--- src/rtl/pipe_hazard_ctrl_pkg.sv ---
// Shared definitions for the pipeline hazard controller: FSM state
// encodings and common constants.
package pipe_hazard_ctrl_pkg;

  typedef enum logic [1:0] {
    ST_INIT     = 2'd0,
    ST_RUN      = 2'd1,
    ST_MEM_WAIT = 2'd2,
    ST_ERROR    = 2'd3
  } state_t;

  localparam logic [4:0]  ZERO_REG  = 5'd0;
  localparam logic [31:0] zero_word = 32'd0;
  localparam logic        zero      = 1'b0;

endpackage

--- src/rtl/mem_wait_timer.sv ---
// Memory-wait watchdog. Counts consecutive wait cycles and flags the cycle
// on which the count reaches TIMEOUT. The width is just enough to hold TIMEOUT.
module mem_wait_timer #(
  parameter int TIMEOUT = 255
) (
  input  logic clk,
  input  logic rst_n,
  input  logic clr,
  input  logic inc,
  output logic expired
);

  localparam int TW = (TIMEOUT < 2) ? 1 : $clog2(TIMEOUT + 1);
  localparam logic [TW-1:0] LAST = TW'(TIMEOUT - 1);
  localparam logic [TW-1:0] FULL = TW'(TIMEOUT);

  logic [TW-1:0] cnt;

  // Count wait cycles; clear wins over increment and the count saturates.
  always_ff @(posedge clk or negedge rst_n) begin
    if (!rst_n) begin
      cnt <= '0;
    end else if (clr) begin
      cnt <= '0;
    end else if (inc && (cnt != FULL)) begin
      cnt <= cnt + 1'b1;
    end
  end

  // This wait cycle brings the count to TIMEOUT.
  assign expired = inc && (cnt == LAST);

endmodule

--- src/rtl/pipe_hazard_ctrl.sv ---
// Central stall/flush controller for the five-stage pipeline.
// Optional macro HAZARD_PERF_CNT_EN adds stall/flush/load-use counters.
//
// state    | meaning
// ---------+---------------------------------------------------------------
// INIT     | post-reset hold: PC held, IF/ID and ID/EX flushed, MEM/WB bubbled
// RUN      | normal flow; memory wait > jump flush > load-use stall
// MEM_WAIT | data memory busy; whole pipe frozen, watchdog running
// ERROR    | watchdog expired; pipe frozen until reset
import pipe_hazard_ctrl_pkg::*;

module pipe_hazard_ctrl #(
  parameter int RESET_HOLD  = 4,
  parameter int MEM_TIMEOUT = 255
) (
  input  logic        clk,
  input  logic        rst_n,
  input  logic [4:0]  Rs1_id_i,
  input  logic [4:0]  Rs2_id_i,
  input  logic        rs1_used_id_i,
  input  logic        rs2_used_id_i,
  input  logic [4:0]  Rd_id_ex_i,
  input  logic        MemRead_id_ex_i,
  input  logic        jump_ex_i,
  input  logic        MemRead_ex_mem_i,
  input  logic        MemWrite_ex_mem_i,
  input  logic        dmem_ready_i,
  output logic        pc_stall_o,
  output logic        if_id_stall_o,
  output logic        if_id_flush_o,
  output logic        id_ex_stall_o,
  output logic        id_ex_flush_o,
  output logic        ex_mem_stall_o,
  output logic        mem_wb_bubble_o,
  output logic        err_o,
`ifdef HAZARD_PERF_CNT_EN
  output logic [31:0] stall_cnt_o,
  output logic [31:0] flush_cnt_o,
  output logic [31:0] lu_cnt_o,
`endif
  output logic [1:0]  state_o
);

  localparam logic [3:0] HOLD_LOAD = 4'(RESET_HOLD - 1);

  state_t     state, state_nxt;
  logic [3:0] hold_cnt;
  logic       mem_busy, load_use;
  logic       wd_clr, wd_inc, wd_expired;
  logic       jump_evt, lu_evt;

  assign mem_busy = (MemRead_ex_mem_i | MemWrite_ex_mem_i) & ~dmem_ready_i;

  assign load_use = MemRead_id_ex_i && (Rd_id_ex_i != ZERO_REG) &&
                    ((rs1_used_id_i && (Rs1_id_i == Rd_id_ex_i)) ||
                     (rs2_used_id_i && (Rs2_id_i == Rd_id_ex_i)));

  // Watchdog only runs while frozen waiting on memory.
  assign wd_inc = (state == ST_MEM_WAIT) && !dmem_ready_i;
  assign wd_clr = !wd_inc;

  mem_wait_timer #(
    .TIMEOUT (MEM_TIMEOUT)
  ) u_timer (
    .clk     (clk),
    .rst_n   (rst_n),
    .clr     (wd_clr),
    .inc     (wd_inc),
    .expired (wd_expired)
  );

  // State register.
  always_ff @(posedge clk or negedge rst_n) begin
    if (!rst_n) begin
      state <= ST_INIT;
    end else begin
      state <= state_nxt;
    end
  end

  // Post-reset hold counter, decrements to zero while in INIT.
  always_ff @(posedge clk or negedge rst_n) begin
    if (!rst_n) begin
      hold_cnt <= HOLD_LOAD;
    end else if ((state == ST_INIT) && (hold_cnt != 4'd0)) begin
      hold_cnt <= hold_cnt - 4'd1;
    end
  end

  // Next-state and stall/flush decode; flush always wins over stall.
  always_comb begin
    state_nxt       = state;
    pc_stall_o      = 1'b0;
    if_id_stall_o   = 1'b0;
    if_id_flush_o   = 1'b0;
    id_ex_stall_o   = 1'b0;
    id_ex_flush_o   = 1'b0;
    ex_mem_stall_o  = 1'b0;
    mem_wb_bubble_o = 1'b0;
    err_o           = 1'b0;
    jump_evt        = 1'b0;
    lu_evt          = 1'b0;
    case (state)
      ST_INIT: begin
        pc_stall_o      = 1'b1;
        if_id_flush_o   = 1'b1;
        id_ex_flush_o   = 1'b1;
        mem_wb_bubble_o = 1'b1;
        if (hold_cnt == 4'd0) begin
          state_nxt = ST_RUN;
        end
      end
      ST_RUN, ST_MEM_WAIT: begin
        if ((state == ST_MEM_WAIT) && !dmem_ready_i) begin
          pc_stall_o      = 1'b1;
          if_id_stall_o   = 1'b1;
          id_ex_stall_o   = 1'b1;
          ex_mem_stall_o  = 1'b1;
          mem_wb_bubble_o = 1'b1;
          if (wd_expired) begin
            state_nxt = ST_ERROR;
          end
        end else if (mem_busy) begin
          pc_stall_o      = 1'b1;
          if_id_stall_o   = 1'b1;
          id_ex_stall_o   = 1'b1;
          ex_mem_stall_o  = 1'b1;
          mem_wb_bubble_o = 1'b1;
          state_nxt       = ST_MEM_WAIT;
        end else begin
          state_nxt = ST_RUN;
          if (jump_ex_i) begin
            jump_evt      = 1'b1;
            if_id_flush_o = 1'b1;
            id_ex_flush_o = 1'b1;
          end else if (load_use) begin
            lu_evt        = 1'b1;
            pc_stall_o    = 1'b1;
            if_id_stall_o = 1'b1;
            id_ex_flush_o = 1'b1;
          end
        end
      end
      ST_ERROR: begin
        pc_stall_o      = 1'b1;
        if_id_stall_o   = 1'b1;
        id_ex_stall_o   = 1'b1;
        ex_mem_stall_o  = 1'b1;
        mem_wb_bubble_o = 1'b1;
        err_o           = 1'b1;
      end
      default: begin
        state_nxt = ST_INIT;
      end
    endcase
  end

  assign state_o = state;

`ifdef HAZARD_PERF_CNT_EN
  // Performance counters; wrap naturally at 2^32.
  always_ff @(posedge clk or negedge rst_n) begin
    if (!rst_n) begin
      stall_cnt_o <= zero_word;
      flush_cnt_o <= zero_word;
      lu_cnt_o    <= zero_word;
    end else begin
      if (pc_stall_o && ((state == ST_RUN) || (state == ST_MEM_WAIT))) begin
        stall_cnt_o <= stall_cnt_o + 32'd1;
      end
      if (jump_evt) begin
        flush_cnt_o <= flush_cnt_o + 32'd1;
      end
      if (lu_evt) begin
        lu_cnt_o <= lu_cnt_o + 32'd1;
      end
    end
  end
`else
  logic unused_evt;
  assign unused_evt = jump_evt ^ lu_evt ^ zero;
`endif

endmodule
--- config.mk ---
export PLATFORM = sky130hd
export DESIGN_NAME = pipe_hazard_ctrl
export DESIGN_NICKNAME = d
export VERILOG_FILES = /design/src/rtl/pipe_hazard_ctrl_pkg.sv /design/src/rtl/mem_wait_timer.sv /design/src/rtl/pipe_hazard_ctrl.sv
export SDC_FILE = /design/constraint.sdc
export NUM_CORES = 1
export LEC_CHECK = 0
export ABC_AREA = 1
export BUFFER_PORTS_ARGS = -buffer_cell sky130_fd_sc_hd__buf_2
export CORE_MARGIN = 2
export CORE_UTILIZATION = 53
export CTS_BUF_LIST = sky130_fd_sc_hd__clkbuf_8
export CTS_CLUSTER_DIAMETER = 60
export DETAILED_ROUTE_END_ITERATION = 6
export PLACE_DENSITY = 0.91
export SYNTH_ARGS = -nofsm -noshare
export SYNTH_HDL_FRONTEND = slang
export SYNTH_SLANG_ARGS = --single-unit
--- constraint.sdc ---
create_clock -name clk -period 1.9 [get_ports clk]
set_clock_uncertainty 0.05 [all_clocks]
set_input_delay 0.38 -clock clk [delete_from_list [all_inputs] [get_ports clk]]
set_output_delay 0.38 -clock clk [all_outputs]
set_load 0.03 [all_outputs]
==> flow_summary_export.csv, run 1 <==
group,metric,value,unit
place,dpl.hpwl,2100,um
worst_setup_path,path_class,"flip-flop to primary output",
grt,grt_overflow,0,
grt,first_global_vias,1302,
drt,drc,0,
floorplanning,num_io_pins,34,
floorplanning,num_rows,16,
worst_setup_path,arrival,1670,ps
worst_setup_path,cp-end-kind,"primary output",
grt,gr-usage-all-layers,28.7,%
timing,fmax,477,MHz
floorplanning,die_area,2530,um2
worst_setup_path,cp.required,1470,ps
run,max_cap_violations,0,
drt,wl,3590,um
status,status,"finished, violations left",
timing,worst_slew_pin_slew,361,ps
floorplanning,initial_utilization,56.8,%
synthesis,synth_area_leaders,"dfrtp_1, nand2_1, inv_1",
floorplanning,coreArea,2000,um2
place,dp_slack,38.2,ps
clock_tree,clk_root_buffer_cell,"clkbuf_8",
power_and_ir_drop,leakage,0.847,nW
finish,layout_commonest_cell,"nand2_1",
floorplanning,dieWidth,50.3,um
synthesis,synthFlopType,"dfrtp_1",
drt,highest_layer,"met4",
finish,layout.nets,247,
power_and_ir_drop,p_clk_share,17.4,%
synthesis,async_flop_share,100,%
place,gp_congestion,0.859,
grt,antenna_found_initial,0,
clock_tree,cts_max_level,1,
place,io_buffers,33,
synthesis,yosys.cell_types.count,24,
power_and_ir_drop,power_switching,0.000813,W
drt,met2_length,1780,um
drt,wl_met3,251,um
timing,hold_viol_final,0,
clock_tree,clock_latency,260,ps
synthesis,yosys.area.top_type_share,26.4,%
timing,rsz0062_at_grt,"yes",
synthesis,synth_area_per_cell,6.72,um2
drt,drt_iter0_drc,66,
status,violations,"negative setup slack",
min_path,hold_path.class,"flip-flop to flip-flop",
clock_tree,cts_sinks,14,
clock_tree,clk_path_buf_depth,2,
timing,layout_setup_ws,-198,ps
grt,grt_max_degree,15,
drt,wl_per_cell,14.8,um
power_and_ir_drop,swShare,46.3,%
drt,drt_pass1_iterations,4,
clock_tree,clkTransAtPathRegs,60,ps
power_and_ir_drop,combPwrFrac,62.7,%
clock_tree,cts_tree,"yes",
timing,finalCritPeriodShare,110,%
worst_setup_path,worst_setup_path_start_kind,"flip-flop",
floorplanning,floorplan.die.height,50.3,um
worst_setup_path,critPathMaxFanout,4,
power_and_ir_drop,power,0.00175,W
synthesis,synth_nets,200,
timing,setup_viol,6,
drt,wl_met1,1410,um
finish,area_delta_synth_final,38.0,%
finish,mostFrequentLayoutCells,"nand2_1, buf_2, inv_1, nor2_1, nand3_1",
power_and_ir_drop,seqPwrFrac,20.0,%
power_and_ir_drop,ir_drop,0.00155,V
synthesis,yosysSeqAreaShare,31.1,%
timing,min_period,2100,ps
synthesis,ys_ff_latch,14,
power_and_ir_drop,p_per_area,1120,nW/um2
drt,routed_via_density,5.44,
timing,fin_tns_setup,-852,ps
finish,drive_gt1_share,38.6,%
synthesis,synth_edf_count,0,
synthesis,syn_area,1140,um2
synthesis,synth_warnings,0,
finish,antennaDiodeCount,0,
drt,ant_nets,0,
timing,finalMaxSlewViolations,0,
power_and_ir_drop,intPower,0.000941,W
grt,grt_first_pass_wirelength,5460,um
synthesis,yosysTopAreaCell,"dfrtp_1",
clock_tree,cts_made_buffers,3,
synthesis,synth_cells,169,
drt,vias,1316,
timing,slew-limit-headroom,75.8,%
state kept, by name, summed over array words and instances, names as in the netlist:
| signal | count |
|---|---|
| u_timer.cnt | 8 |
| state_o | 2 |
| hold_cnt | 4 |
cells in the mapped netlist, types with 3 or more instances:
cell	count
a21oi_1	3
a31oi_1	3
dfrtp_1	12
ha_1	7
inv_1	30
inv_2	4
nand2_1	45
nand2_2	4
nand3_1	15
nor2_1	23
o21ai_0	5
cells by family (layout without fill, tap and decap cells):
| family | after synthesis | after routing | synth area share (%) |
|---|---|---|---|
| compound gates | 17 | 17 | 10.4 |
| xor+xnor | 2 | 2 | 1.54 |
| fa+ha+maj | 7 | 7 | 7.71 |
| buf+inv | 35 | 81 | 11.9 |
| flops | 14 | 14 | 31.1 |
| simple gates | 94 | 94 | 37.4 |
through the flow:
stage	utilization (%)	cells	instance area (um2)	hold WS, ps
after floorplan	-	169	1180	34.4
after CTS	76.5	240	1530	470
final	78.3	242	1570	470
after global placement	68.9	230	1380	237
after detailed placement	68.9	230	1380	240
after global routing	78.3	242	1570	481
per-layer routing:
metal  up-vias  GRT usage (%)
met5         -              0
met4         0           14.9
met3        19           5.65
met2        72           50.9
met1       606           32.4
li1        619              -
power by group through the flow:
| stage | logic [W] | registers, W | clock network (W) |
|---|---|---|---|
| finish | 0.00110 | 0.000350 | 0.000305 |
| detailed placement | 0.000783 | 0.000360 | 0 |
| global route | 0.00116 | 0.000351 | 0.000324 |
| CTS | 0.00101 | 0.000347 | 0.000299 |
| global placement | 0.000762 | 0.000356 | 0 |
| floorplan | 0.000566 | 0.000390 | 0 |
worst max-delay path: stages, from the launching register on:
cell	delay, ps
dfrtp_2	440
ha_4	180
inv_4	60
nor2_4	50
nor2_4	140
nand2_2	80
nor2_2	100
nand3_2	100
o21ai_2	90
buf_6	150
final timing paths:
kind                            cells past startpoint  slack, ps   startpoint        endpoint
worst max-delay path                                9       -200   state_o[1]   id_ex_flush_o
min in group asynchronous                           2        500        rst_n  u_timer.cnt[1]
worst max register to register                      9        230   state_o[0]  u_timer.cnt[0]
worst min-delay path                                2        470  hold_cnt[2]     hold_cnt[2]
max in group asynchronous                           2       1000        rst_n     hold_cnt[0]
worst min register to register                      2        470  hold_cnt[2]     hold_cnt[2]
repair_timing:
| item | in CTS | in global routing |
|---|---|---|
| hold buffers | 1 | 0 |
| buffers inserted | 5 | 2 |
| resized for setup | 16 | 8 |
| endpoints found under the hold margin | 12 | 0 |
| pin swaps | 4 | 3 |
| setup endpoints to repair | 6 | 7 |
layout make-up:
class                      instances  area (um2)
tap                               27        33.8
clock buffer                       4        55.1
fill                             119         434
sequential                        14         355
multi-input combinational        120         711
timing repair buffer              43         280
inverter                          34         133
(Power assumes the default switching activity.)
==> inputs of run 2 (changes only) <==
CELL_PAD_IN_SITES_DETAIL_PLACEMENT = 1   (was not set)
CELL_PAD_IN_SITES_GLOBAL_PLACEMENT = 2   (was not set)
CORE_MARGIN = not set   (was 2)
CORE_UTILIZATION = 28   (was 53)
==> run 2 against run 1 <==
Net effect: the flow still finishes with violations (negative setup slack); cell area grew 0.80%; critical path depth grew 1; total power shrank 3.4%; die area grew 71%; maximum frequency grew 7.0%; global-route usage shrank 13 points; final cell count grew 8.3%; highest routed layer unchanged.
==> flow_summary_export.csv, run 2 (same netlist as run 1, synthesis figures left out) <==
group,metric,value,unit
worst_setup_path,critPathMaxFanout,3,
drt,drt_iter0_drc,21,
finish,regMostFlops,"u_timer.cnt",
place,gp_congestion,0.727,
grt,grt_overflow,0,
floorplanning,die_area,4320,um2
run,max_cap_violations,0,
clock_tree,clkTransAtPathRegs,50,ps
place,dp_slack,100,ps
floorplanning,floorplan.die.height,65.7,um
power_and_ir_drop,power,0.00170,W
timing,finalMaxSlewViolations,0,
clock_tree,cts_max_level,1,
worst_setup_path,arrival,1530,ps
drt,drt_pass1_iterations,3,
worst_setup_path,worst_setup_path_start_kind,"flip-flop",
drt,routed_via_density,4.52,
timing,hold_ws,436,ps
floorplanning,dieWidth,65.7,um
finish,layout_commonest_cell,"nand2_1",
grt,antenna_found_initial,0,
power_and_ir_drop,p_per_area,1070,nW/um2
drt,drc,0,
floorplanning,num_io_pins,34,
timing,slew-limit-headroom,78.9,%
drt,wl_per_cell,11.5,um
floorplanning,initial_utilization,30.1,%
timing,fmax,510,MHz
status,violations,"negative setup slack",
drt,ant_nets,0,
grt,grt_first_pass_wirelength,5300,um
place,placed_area,1410,um2
clock_tree,cts_made_buffers,3,
worst_setup_path,path_class,"flip-flop to primary output",
finish,layout.nets,246,
min_path,hold_path.class,"flip-flop to flip-flop",
worst_setup_path,cp.required,1470,ps
finish,area_delta_synth_final,39.1,%
finish,antennaDiodeCount,0,
finish,final_area,1580,um2
timing,rsz0062_at_grt,"yes",
status,status,"finished, violations left",
timing,setup_viol,5,
grt,grt_max_degree,15,
timing,layout_setup_ws,-60.2,ps
finish,drive_gt1_share,36.9,%
finish,mostFrequentLayoutCells,"nand2_1, buf_2, inv_1, nor2_1, nand3_1",
clock_tree,clk_root_buffer_cell,"clkbuf_8",
finish,largest_reg_flops,8,
clock_tree,cts_sinks,14,
timing,min_period,1960,ps
power_and_ir_drop,ir_drop,0.000776,V
clock_tree,cts_tree,"yes",
place,dpl.hpwl,2370,um
floorplanning,coreArea,3770,um2
timing,finalCritPeriodShare,103,%
clock_tree,clock_latency,250,ps
power_and_ir_drop,leakage,0.840,nW
timing,fin_tns_setup,-231,ps
grt,first_global_vias,1190,
timing,hold_viol_final,0,
clock_tree,clk_path_buf_depth,2,
floorplanning,num_rows,22,
worst_setup_path,cp-end-kind,"primary output",
grt,gr-usage-all-layers,15.8,%
timing,worst_slew_pin_slew,317,ps
drt,wl,3010,um
drt,vias,1183,
place,io_buffers,33,
[run 2: cell type report]
class / count / area (um2)
Multi-Input combinational cell: 120 / 708
Clock buffer: 4 / 55.1
Tap cell: 48 / 60.1
Timing Repair Buffer: 42 / 269
Fill cell: 493 / 2190
Sequential cell: 14 / 355
Inverter: 34 / 133
[run 2: critical path: stages, from the launching register on]
cell     delay (ps)
dfrtp_2         390
inv_4            50
ha_4            160
inv_4            60
nor2_4           40
nor2_4          130
nand2_2          70
nor2_1           80
nand3_1          90
o21ai_2          70
buf_6           140
[run 2: repair_timing]
| action | 4_1_cts | 5_1_grt |
|---|---|---|
| setup endpoints to repair | 6 | 7 |
| pin swaps | 4 | 4 |
| gates resized for setup | 15 | 5 |
| hold endpoints to repair | 12 | 0 |
| buffers inserted | 3 | 2 |
| hold buffers | 1 | 0 |
[run 2: power breakdown]
group          internal (W)  total, W  switching (W)
registers          0.000323  0.000345      0.0000218
clock network      0.000184  0.000293       0.000109
logic              0.000427   0.00106       0.000631
total              0.000933   0.00170       0.000762
[run 2: worst paths after layout]
kind | from | endpoint | slack, ps | depth (start not counted)
worst max-delay path | state_o[0] | id_ex_flush_o | -60 | 10
worst min-delay path | hold_cnt[2] | hold_cnt[2] | 440 | 2
worst max register to register | hold_cnt[0] | hold_cnt[3] | 280 | 5
worst min register to register | hold_cnt[2] | hold_cnt[2] | 440 | 2
max in group asynchronous | rst_n | hold_cnt[1] | 1010 | 2
min in group asynchronous | rst_n | u_timer.cnt[6] | 500 | 2
[run 2: through the flow]
| stage | utilization [%] | cells |
|---|---|---|
| 6_report | 41.9 | 262 |
| 5_1_grt | 41.9 | 262 |
| 4_1_cts | 41.2 | 260 |
| 3_5_place_dp | 37.5 | 252 |
| 3_3_place_gp | 37.5 | 252 |
| 2_1_floorplan | - | 169 |
[run 2: metal layers]
metal / vias to the layer above / track usage [%] / wire length, um
li1: 616 / - / -
met1: 543 / 19.1 / 1310
met2: 20 / 28.7 / 1570
met3: 4 / 1.22 / 92
met4: 0 / 5.71 / 39
met5: - / 0 / 0
==> inputs of run 3 (changes only) <==
CELL_PAD_IN_SITES_GLOBAL_PLACEMENT = 1   (was 2)
CORE_UTILIZATION = 36   (was 28)
PLACE_DENSITY = 0.9   (was 0.91)
SKIP_LAST_GASP = 1   (was not set)
==> run 3 against run 2 <==
Net effect: the run still ends with negative setup slack left; utilization is 11 points higher; global-route usage is 7.1 points higher; non-clock buffer count is 4 higher; via count is 7.1% higher; worst hold slack better by 21 ps; total power is 5.6% higher; flip-flop and latch count stayed put; critical path depth is 1 lower; final cell count stayed put; critical path type unchanged; largest power group unchanged.
==> flow_summary_export.csv, run 3 (same netlist as run 1, synthesis figures left out) <==
group,metric,value,unit
status,status,"finished, violations left",
status,violations,"negative setup slack",
finish,nFillCells,414,
finish,mostFrequentLayoutCells,"nand2_1, buf_2, inv_1, nor2_1, nand3_1",
timing,setup_viol,6,
grt,grt_first_pass_wirelength,5840,um
drt,vias,1267,
grt,grt_overflow,0,
drt,wl_per_cell,14.7,um
power_and_ir_drop,leakage,0.858,nW
finish,layout.nets,250,
floorplanning,dieWidth,58.2,um
clock_tree,clock_latency,250,ps
worst_setup_path,worst_setup_path_start_kind,"flip-flop",
finish,layout_commonest_cell,"nand2_1",
finish,regArea,355,um2
drt,drt_pass1_iterations,4,
clock_tree,cts_tree,"yes",
grt,gr-usage-all-layers,22.9,%
worst_setup_path,cp.required,1470,ps
finish,antennaDiodeCount,0,
worst_setup_path,cp-end-kind,"primary output",
power_and_ir_drop,p_per_area,1110,nW/um2
finish,utilization,53.1,%
grt,grt_max_degree,15,
floorplanning,num_io_pins,34,
clock_tree,clk_path_buf_depth,2,
finish,final-instance-count-excl-fill,262,
finish,multi_input_area,708,um2
timing,worst_slew_pin_slew,337,ps
run,max_cap_violations,0,
clock_tree,clkTransAtPathRegs,60,ps
clock_tree,cts_max_level,1,
worst_setup_path,path_class,"flip-flop to primary output",
worst_setup_path,arrival,1590,ps
finish,largest_reg_flops,8,
worst_setup_path,crit_path_cell_trace,"inv_4 -> ha_4 -> inv_4 -> nor2_4 -> nor2_4 -> nor2_4 -> o21ai_2 -> nand2_1 -> buf_6",
clock_tree,cts_sinks,14,
timing,fmax,494,MHz
worst_setup_path,endpoint,"if_id_stall_o",
floorplanning,coreArea,3030,um2
min_path,hold_path.startpoint,"hold_cnt[1]",
timing,finalCritPeriodShare,107,%
min_path,hold_path.class,"flip-flop to flip-flop",
drt,ant_nets,0,
clock_tree,clk_root_buffer_cell,"clkbuf_8",
worst_setup_path,cp_common_cell,"nor2_4",
drt,wl,3850,um
place,gp_congestion,0.826,
worst_setup_path,r2r_start,"state_o[0]",
worst_setup_path,crit_start,"state_o[0]",
floorplanning,initial_utilization,37.5,%
timing,min_period,2020,ps
finish,regMostFlops,"u_timer.cnt",
grt,antenna_found_initial,0,
finish,area_delta_synth_final,41.6,%
drt,drc,0,
grt,first_global_vias,1339,
place,dpl.hpwl,2500,um
timing,fin_tns_setup,-613,ps
worst_setup_path,slowest_delay,430,ps
power_and_ir_drop,ir_drop,0.000414,V
worst_setup_path,rr_worst_depth,10,
timing,slew-limit-headroom,77.4,%
drt,drt_iter0_drc,76,
timing,hold_viol_final,0,
clock_tree,cts_made_buffers,3,
floorplanning,num_rows,20,
place,io_buffers,33,
worst_setup_path,r2r_end,"state_o[0]",
worst_setup_path,r2r_setup_slack,240,ps
timing,rsz0062_at_grt,"yes",
timing,finalMaxSlewViolations,0,
drt,routed_via_density,4.84,
finish,drive_gt1_share,39.0,%
timing,layout_setup_ws,-124,ps
floorplanning,die_area,3380,um2
place,placed_cells,248,
floorplanning,floorplan.die.height,58.2,um
worst_setup_path,critPathMaxFanout,3,
worst_setup_path,cp_slowest_cell,"dfrtp_2",
run 3: cell types whose count changed in the layout (fill, tap and decap cells not counted), sizes merged:
cell / delta
buf: +4
run 3: through the flow:
stage / power (W) / hold slack, ps / instance area (um2) / setup slack, ps
2_1_floorplan: 0.000956 / 34.4 / 1180 / -45.1
3_3_place_gp: 0.00115 / 241 / 1410 / 132
3_5_place_dp: 0.00118 / 247 / 1410 / 70.7
4_1_cts: 0.00170 / 462 / 1580 / -81.6
5_1_grt: 0.00188 / 482 / 1610 / -180
6_report: 0.00179 / 457 / 1610 / -124
run 3: repair_timing:
item                                    CTS  global route
hold buffers                              1             0
endpoints found under the hold margin    12             0
endpoints found under the setup margin    5             6
gates resized for setup                  18             5
pin swaps                                 4             1
setup buffers                             6             3
run 3: worst max-delay path, delay by kind of cell, from the launching register on:
kind                       cells  cell delay, ps
adders and majority gates      1             150
AOI/OAI and AO/OA              1              70
buffers and inverters          3             260
DFF                            1             430
and+or+nand+nor                4             430
run 3: power breakdown:
group	total (W)	switching [W]	internal (W)
sequential	0.000349	0.0000261	0.000323
combinational	0.00115	0.000691	0.000455
clock	0.000296	0.000112	0.000184
total	0.00179	0.000829	0.000961
run 3: how the worst min path moves through the flow:
stage / slack [ps] / depth (start not counted) / to
detailed placement: 250 / 1 / hold_cnt[3]
CTS: 460 / 2 / hold_cnt[1]
global route: 480 / 2 / hold_cnt[1]
finish: 460 / 2 / hold_cnt[1]
floorplan: 30 / 0 / hold_cnt[2]
global placement: 240 / 1 / hold_cnt[3]
run 3: cell type report:
class,count,area share (%)
Tap cell,44,3.42
Timing Repair Buffer,46,18.8
Multi-Input combinational cell,120,44.0
Clock buffer,4,3.42
Sequential cell,14,22.1
Inverter,34,8.24
run 3: layer usage:
metal  wire (um)  track usage (%)  part of all wire, %
met2        1970             43.5                   51
met4         126             9.86                  3.3
met3         128             1.79                  3.3
met1        1630             25.8                   42
met5           0                0                    0
